===== src/rtl/traffic_light_ctrl.sv =====
// Two-road traffic-light sequencer with a 1 s prescaler and a two-digit BCD countdown.
// Optional night flashing mode is compiled in when TRAFFIC_NIGHT_MODE_EN is defined.
module traffic_light_ctrl #(
   parameter int unsigned CLK_DIV  = 50000000,
   parameter int unsigned GREEN_T  = 25,
   parameter int unsigned YELLOW_T = 3,
   parameter int unsigned ALLRED_T = 2
) (
   input  logic       clk,
   input  logic       rst,
   input  logic       pause,
`ifdef TRAFFIC_NIGHT_MODE_EN
   input  logic       night,
`endif
   output logic [2:0] ns_light,
   output logic [2:0] ew_light,
   output logic [3:0] count_tens,
   output logic [3:0] count_ones,
   output logic       tick
);

   localparam int unsigned PW = (CLK_DIV > 1) ? $clog2(CLK_DIV) : 1;
   localparam logic [PW-1:0] PrescMax = PW'(CLK_DIV - 1);

   localparam logic [3:0] GrnTens = 4'(GREEN_T / 10);
   localparam logic [3:0] GrnOnes = 4'(GREEN_T % 10);
   localparam logic [3:0] YelTens = 4'(YELLOW_T / 10);
   localparam logic [3:0] YelOnes = 4'(YELLOW_T % 10);
   localparam logic [3:0] RedTens = 4'(ALLRED_T / 10);
   localparam logic [3:0] RedOnes = 4'(ALLRED_T % 10);

`ifdef TRAFFIC_NIGHT_MODE_EN
   typedef enum logic [2:0] {
      StNsGrn = 3'd0, StNsYel = 3'd1, StRed1 = 3'd2,
      StEwGrn = 3'd3, StEwYel = 3'd4, StRed2 = 3'd5, StNight = 3'd6
   } state_e;
`else
   typedef enum logic [2:0] {
      StNsGrn = 3'd0, StNsYel = 3'd1, StRed1 = 3'd2,
      StEwGrn = 3'd3, StEwYel = 3'd4, StRed2 = 3'd5
   } state_e;
`endif

   state_e        state_q, state_d, nxt_state;
   logic [PW-1:0] presc_q, presc_d;
   logic          tick_q, tick_d;
   logic [3:0]    tens_q, tens_d, ones_q, ones_d;
   logic [3:0]    nxt_tens, nxt_ones;
   logic          legal;
   logic          wrap;
`ifdef TRAFFIC_NIGHT_MODE_EN
   logic          flash_q, flash_d;
`endif

   // wrap marks the edge that registers tick and steps the countdown
   always_comb begin
      wrap    = !pause && (presc_q == PrescMax);
      tick_d  = wrap;
      presc_d = presc_q;
      if (!pause) begin
         presc_d = wrap ? '0 : presc_q + PW'(1);
      end
   end

   always_comb begin
      state_d   = state_q;
      tens_d    = tens_q;
      ones_d    = ones_q;
      nxt_state = StNsGrn;
      nxt_tens  = GrnTens;
      nxt_ones  = GrnOnes;
      legal     = 1'b1;
      case (state_q)
         StNsGrn: begin nxt_state = StNsYel; nxt_tens = YelTens; nxt_ones = YelOnes; end
         StNsYel: begin nxt_state = StRed1;  nxt_tens = RedTens; nxt_ones = RedOnes; end
         StRed1:  begin nxt_state = StEwGrn; nxt_tens = GrnTens; nxt_ones = GrnOnes; end
         StEwGrn: begin nxt_state = StEwYel; nxt_tens = YelTens; nxt_ones = YelOnes; end
         StEwYel: begin nxt_state = StRed2;  nxt_tens = RedTens; nxt_ones = RedOnes; end
         StRed2:  begin nxt_state = StNsGrn; nxt_tens = GrnTens; nxt_ones = GrnOnes; end
`ifdef TRAFFIC_NIGHT_MODE_EN
         StNight: begin nxt_state = StRed2;  nxt_tens = RedTens; nxt_ones = RedOnes; end
`endif
         default: legal = 1'b0;
      endcase

      if (!legal) begin
         state_d = StNsGrn;
         tens_d  = GrnTens;
         ones_d  = GrnOnes;
      end else if (wrap) begin
`ifdef TRAFFIC_NIGHT_MODE_EN
         if (night) begin
            state_d = StNight;
            tens_d  = 4'd0;
            ones_d  = 4'd0;
         end else if (state_q == StNight) begin
            state_d = nxt_state;
            tens_d  = nxt_tens;
            ones_d  = nxt_ones;
         end else
`endif
         if (tens_q == 4'd0 && ones_q == 4'd1) begin
            state_d = nxt_state;
            tens_d  = nxt_tens;
            ones_d  = nxt_ones;
         end else if (ones_q == 4'd0) begin
            ones_d = 4'd9;
            tens_d = tens_q - 4'd1;
         end else begin
            ones_d = ones_q - 4'd1;
         end
      end
   end

`ifdef TRAFFIC_NIGHT_MODE_EN
   // Yellow is lit on the first night second, then alternates each tick
   always_comb begin
      flash_d = flash_q;
      if (wrap) begin
         flash_d = (state_q == StNight) ? ~flash_q : 1'b1;
      end
   end
`endif

   always_comb begin
      ns_light = 3'b100;
      ew_light = 3'b100;
      case (state_q)
         StNsGrn: ns_light = 3'b001;
         StNsYel: ns_light = 3'b010;
         StEwGrn: ew_light = 3'b001;
         StEwYel: ew_light = 3'b010;
`ifdef TRAFFIC_NIGHT_MODE_EN
         StNight: begin
            ns_light = flash_q ? 3'b010 : 3'b000;
            ew_light = flash_q ? 3'b010 : 3'b000;
         end
`endif
         default: ;
      endcase
      count_tens = tens_q;
      count_ones = ones_q;
      tick       = tick_q;
   end

   always_ff @(posedge clk or posedge rst) begin
      if (rst) begin
         state_q <= StNsGrn;
         presc_q <= '0;
         tick_q  <= 1'b0;
         tens_q  <= GrnTens;
         ones_q  <= GrnOnes;
`ifdef TRAFFIC_NIGHT_MODE_EN
         flash_q <= 1'b0;
`endif
      end else begin
         state_q <= state_d;
         presc_q <= presc_d;
         tick_q  <= tick_d;
         tens_q  <= tens_d;
         ones_q  <= ones_d;
`ifdef TRAFFIC_NIGHT_MODE_EN
         flash_q <= flash_d;
`endif
      end
   end

endmodule

===== config.mk =====
export PLATFORM = sky130hd
export DESIGN_NAME = traffic_light_ctrl
export DESIGN_NICKNAME = d
export VERILOG_FILES = /design/src/rtl/traffic_light_ctrl.sv
export SDC_FILE = /design/constraint.sdc
export NUM_CORES = 1
export LEC_CHECK = 0
export CORE_ASPECT_RATIO = 0.9
export CORE_UTILIZATION = 50
export DETAILED_ROUTE_END_ITERATION = 7
export PLACE_DENSITY = 0.71
export SLEW_MARGIN = 15
export SYNTH_ARGS = -nofsm -noshare
export SYNTH_HDL_FRONTEND = slang
export SYNTH_SLANG_ARGS = --single-unit

===== constraint.sdc =====
create_clock -name clk -period 3.7 [get_ports clk]
set_input_delay 0.925 -clock clk [delete_from_list [all_inputs] [get_ports clk]]
set_output_delay 0.925 -clock clk [all_outputs]
set_load 0.01 [all_outputs]

Word-level counts from Yosys, hierarchy flattened
Index checks and enable logic that the tools add are counted.
Storage, ports and cells
  logic and storage cells: 48
  output and inout bits: 15
  bits of input ports: 3
  register bits after elaboration: 38
Cells by class
  reductions and logical operators: 12
  muxes and demuxes: 18
  add/subtract/negate cells: 3
  equality and inequality tests: 10
Operators with widths (count)
  4-bit two-way mux: 8
  26-bit by 1-bit adder with 26-bit output, second input constant: 1
  26-bit equality test, second input constant: 1
  26-bit two-way mux: 1
  3-bit one-hot mux with 2 select lines: 3
  3-bit one-hot mux with 5 select lines: 1
  3-bit two-way mux: 3
  4-bit logical NOT: 2
  4-bit by 1-bit subtractor with 4-bit output, second input constant: 2
  3-bit by 2-bit equality test with 1-bit output, second input constant: 2
  3-bit equality test, second input constant: 2
  6-bit OR reduction: 1
  4-bit by 1-bit equality test with 1-bit output, second input constant: 1
  2-bit AND reduction: 2
  2-bit OR reduction: 2
  4-bit OR reduction: 1
  3-bit by 1-bit equality test with 1-bit output, second input constant: 1
  3-bit logical NOT: 1
  3-bit by 1-bit != test with 1-bit output, second input constant: 1
  1-bit logical AND: 2
  2-bit two-way mux: 1
  2-bit by 1-bit != test with 1-bit output, second input constant: 1
  2-bit != test, second input constant: 1
  1-bit logical NOT: 1
  1-bit two-way mux: 1

Logic depth before layout (Yosys ltp)
Gate-level depths: netlist of run 1.
  depth after elaboration: 6
  mapped depth: 8
  depth with buffers taken out: 7

Worst setup path after synthesis of run 1
Ideal clock, no wire load.
  path kind: input port to flip-flop
  start: input port pause
  end: register tens_q[2], in the netlist count_tens[2]
  path buffers: 0
  data required time: 3.623 ns
  cell stages on the path: 5
  library setup time: 0.077 ns
  arrival time: 2.508 ns
  path slack: 1.115 ns
  cell sequence: and4b_1 > nand4_1 > or4_4 > or4_1 > a21oi_1
On the way
  cells in the longest elaborated chain, start to end: 4
RTL lines
  from (decl): line 11  | input logic pause,
  1-bit logical NOT
  1-bit logical AND: line 57  | wrap = !pause && (presc_q == PrescMax);
  2-bit != test (no source line)
  2-bit AND reduction (no source line)
  to (signal assigned): line 151  | tens_q <= GrnTens;
  to (signal assigned): line 160  | tens_q <= tens_d;
  to (decl): line 47  | logic [3:0] tens_q, tens_d, ones_q, ones_d;
No other way between the ends.
A chain may end at the register's enable or synchronous reset.

Worst setup path in the final report of run 1
  start: input port pause
  end: register state_q[1]
On the way
  cells in the longest elaborated chain, start to end: 4
RTL lines
  1-bit logical NOT
  1-bit logical AND: line 57
  2-bit != test (no source line)
  2-bit AND reduction (no source line)
  to (signal assigned): line 148  | state_q <= StNsGrn;
  to (signal assigned): line 157  | state_q <= state_d;
  to (decl): line 44  | state_e state_q, state_d, nxt_state;
No other way between the ends.

==> results_dict.tcl, run 1 <==
set metrics [dict create \
    status "complete, no violations" \
    p_sw_share_pct 23.6 \
    drt-vias-per-instance 5.84 \
    end_kind "register" \
    grt_use_total_pct 23.1 \
    layout_setup_ws_ns 0.537 \
    crit_arrival_ns 3.34 \
    critical_path_peak_fanout 12 \
    htree_levels 2 \
    timing.fmax_ghz 0.316 \
    final.setup_skew_ns 0.00724 \
    min_period_ns 3.16 \
    rrSetupSlack_ns 1.05 \
    cts_tree "built" \
    seqPwrFrac_pct 54.9 \
    async_flop_share_pct 100 \
    relSlewSlack_pct 50.7 \
    place_hpwl_um 3090 \
    p_leak_nw 1.06 \
    fin_crit_sh_pct 85.5 \
    crit_type "input port to register" \
    final_antenna_net_count 0 \
    synthCells 207 \
    cts_sinks 38 \
    vias 1593 \
    synth_edf_count 0 \
    ir_drop_mv 0.262 \
    hp-class "register to register" \
    drv_cap 0 \
    drv_slew 0 \
    fp.dieW_um 68.4 \
    switchingPower_w 0.000203 \
    cts_hold_buf 0 \
    worstMarginPinSlew_ns 0.739 \
    synth_flop_cell "dfrtp_1" \
    rsz0062_at_grt "no" \
    cts_buffers 5 \
    drive_above_1_share_pct 7.93 \
    start_util_pct 52.8 \
    firstDrtPassIters 6 \
    cp.required_ns 3.87 \
    finalHoldViolations 0 \
    pwr-share-comb_pct 6.7 \
    clock_path_buffers 2 \
    ioPinCount 18 \
    routedWlPerCell_um 15.6 \
    dp_worst_setup_slack_ns 0.251 \
    cts_resized 0 \
    root_buffer "clkbuf_8" \
    drc 0 \
    setup_tns_ns 0 \
    clkPwrFrac_pct 38.4 \
    ys_ff_latch 38 \
    hold_depth 1 \
    final-seq-area_um2 955 \
    fill_cells 337 \
    antenna_cells 0 \
    final_util_pct 61.4 \
    die_area_mm2 0.00422 \
    fp.coreArea_mm2 0.00376 \
    antenna_found_initial 0 \
    synth_area_mm2 0.00198 \
    startpoint_type "input port" \
    cts_setup_buffers 0 \
    power_density_mw_per_mm2 373 \
    final-setup-viol-count 0 \
    syn_nets 213 \
    wl_um 4250 \
    syn_area_per_cell_um2 9.58 \
    drt-initial-drc-count 183 \
    clkLatencyLatePin_ns 0.30 \
    worst_setup_hold_path_clk_slew_ns 0.07 \
    multi_input_area_um2 970 \
    r2r_cells 6 \
    power.internal_w 0.000657 \
    grt_max_degree 21 \
    rows 21 \
    die_h_um 61.7 \
    syn_to_final_growth_pct 16.3 \
    ys_seq_area_share_pct 48.1 \
    ys_types 38 \
    grt_pass1_wl_um 6980 \
    routabilityCongestion 0.821 \
    gr-total-overflow 0 \
    grt_pass1_vias 1460 \
    fin_nets 232 \
    port_buffers 17 \
    ys_warn_count 0 \
]
## flip-flops by register name (all words and copies together) (netlist names)
register and cells:
tick 1, count_ones 4, state_q 3, count_tens 4, presc_q 26
## final timing paths
check,from,to
setup / recovery,pause,state_q[1]
hold / removal,presc_q[15],presc_q[15]
setup reg to reg,presc_q[7],state_q[1]
hold reg to reg,presc_q[15],presc_q[15]
max in group asynchronous,rst,count_ones[0]
min in group asynchronous,rst,presc_q[20]
## synth_stat cells, types with 3 or more instances
| library cell | instances | area, um^2 |
|---|---|---|
| nor3_1 | 4 | 20.0 |
| xor2_1 | 15 | 131 |
| and3_1 | 4 | 25.0 |
| nand2_1 | 16 | 60.1 |
| ha_1 | 3 | 37.5 |
| dfrtp_1 | 35 | 876 |
| nand2b_1 | 3 | 18.8 |
| nand4b_1 | 3 | 26.3 |
| and4_1 | 5 | 43.8 |
| mux2i_1 | 4 | 40.0 |
| inv_1 | 6 | 22.5 |
| o21ai_0 | 6 | 30.0 |
| nand3_1 | 12 | 60.1 |
| nor2_1 | 30 | 113 |
| a21oi_1 | 5 | 25.0 |
| dfstp_2 | 3 | 78.8 |
| xnor2_1 | 9 | 78.8 |
| and2_1 | 5 | 31.3 |
| clkbuf_1 | 5 | 18.8 |
| nand4_1 | 12 | 75.1 |
## metal layers
metal | part of all wire (%) | global-route usage [%]
met1 | 50 | 33.2
met2 | 45 | 33.6
met3 | 3.4 | 5.47
met4 | 1.9 | 8.93
met5 | 0 | 0
## per-stage QoR
stage                     area (um^2)  instances  total power [W]  hold slack, ns
after floorplan                  1980        207         0.000513           0.437
after global placement           2200        265         0.000533           0.469
after detailed placement         2200        265         0.000536           0.474
after CTS                        2310        273         0.000869           0.481
after global routing             2310        273         0.000896           0.514
final                            2310        273         0.000860           0.482
## final cells by class
class | count | area share (%)
inverters | 6 | 0.976
well taps | 46 | 2.49
clock buffers | 8 | 4.77
multi-input cells | 155 | 42.0
flip-flops and latches | 38 | 41.4
repair buffers | 20 | 8.35
## power by group through the flow
stage               Combinational [W]  Clock (W)  Sequential, W
finish                      0.0000574   0.000330       0.000472
global route                0.0000679   0.000353       0.000475
CTS                         0.0000581   0.000340       0.000471
detailed placement          0.0000575          0       0.000478
global placement            0.0000576          0       0.000475
floorplan                   0.0000420          0       0.000471
## cells by family (layout without fill, tap and decap cells)
logic type                 count (synthesis)  count (layout)  share of synthesized area, %
and+or+nand+nor                          105             105                          28.2
adders and majority gates                  3               3                          1.89
AOI/OAI and AO/OA                         18              18                          5.62
xor gates and xnor gates                  24              24                          10.6
DFF                                       38              38                          48.1
muxes                                      5               5                          2.59
buffers and inverters                     14              34                          2.97
## placed cells by master, fill, tap and decap left out, drive strengths merged, types with 4 or more instances in the layout
| cell type | n |
|---|---|
| dfrtp | 35 |
| nor2 | 30 |
| clkdlybuf4s50 | 17 |
| nand2 | 16 |
| xor2 | 15 |
| nand4 | 12 |
| nand3 | 12 |
| xnor2 | 9 |
| clkbuf | 8 |
| inv | 6 |
| o21ai | 6 |
| and4 | 5 |
| and2 | 5 |
| a21oi | 5 |
| and3 | 4 |
| mux2i | 4 |
| nor3 | 4 |
## worst max-delay path: stages
cell,delay (ns)
clkdlybuf4s50_1,0.50
and4b_1,0.38
nand4_1,0.16
or4_4,0.65
inv_1,0.35
nand3_1,0.21
mux2i_1,0.16
(Power assumes the default switching activity.)
==> inputs of run 2 (changes only) <==
--- a/config.mk
+++ b/config.mk
@@ -7,6 +7,7 @@
 export LEC_CHECK = 0
 export CORE_ASPECT_RATIO = 0.9
 export CORE_UTILIZATION = 50
+export CTS_BUF_LIST = sky130_fd_sc_hd__clkbuf_2 sky130_fd_sc_hd__clkbuf_4 sky130_fd_sc_hd__clkbuf_8
 export DETAILED_ROUTE_END_ITERATION = 7
 export PLACE_DENSITY = 0.71
 export SLEW_MARGIN = 15
==> results of run 2 <==
The final DEF is identical to that of run 1; final timing and power are the same.
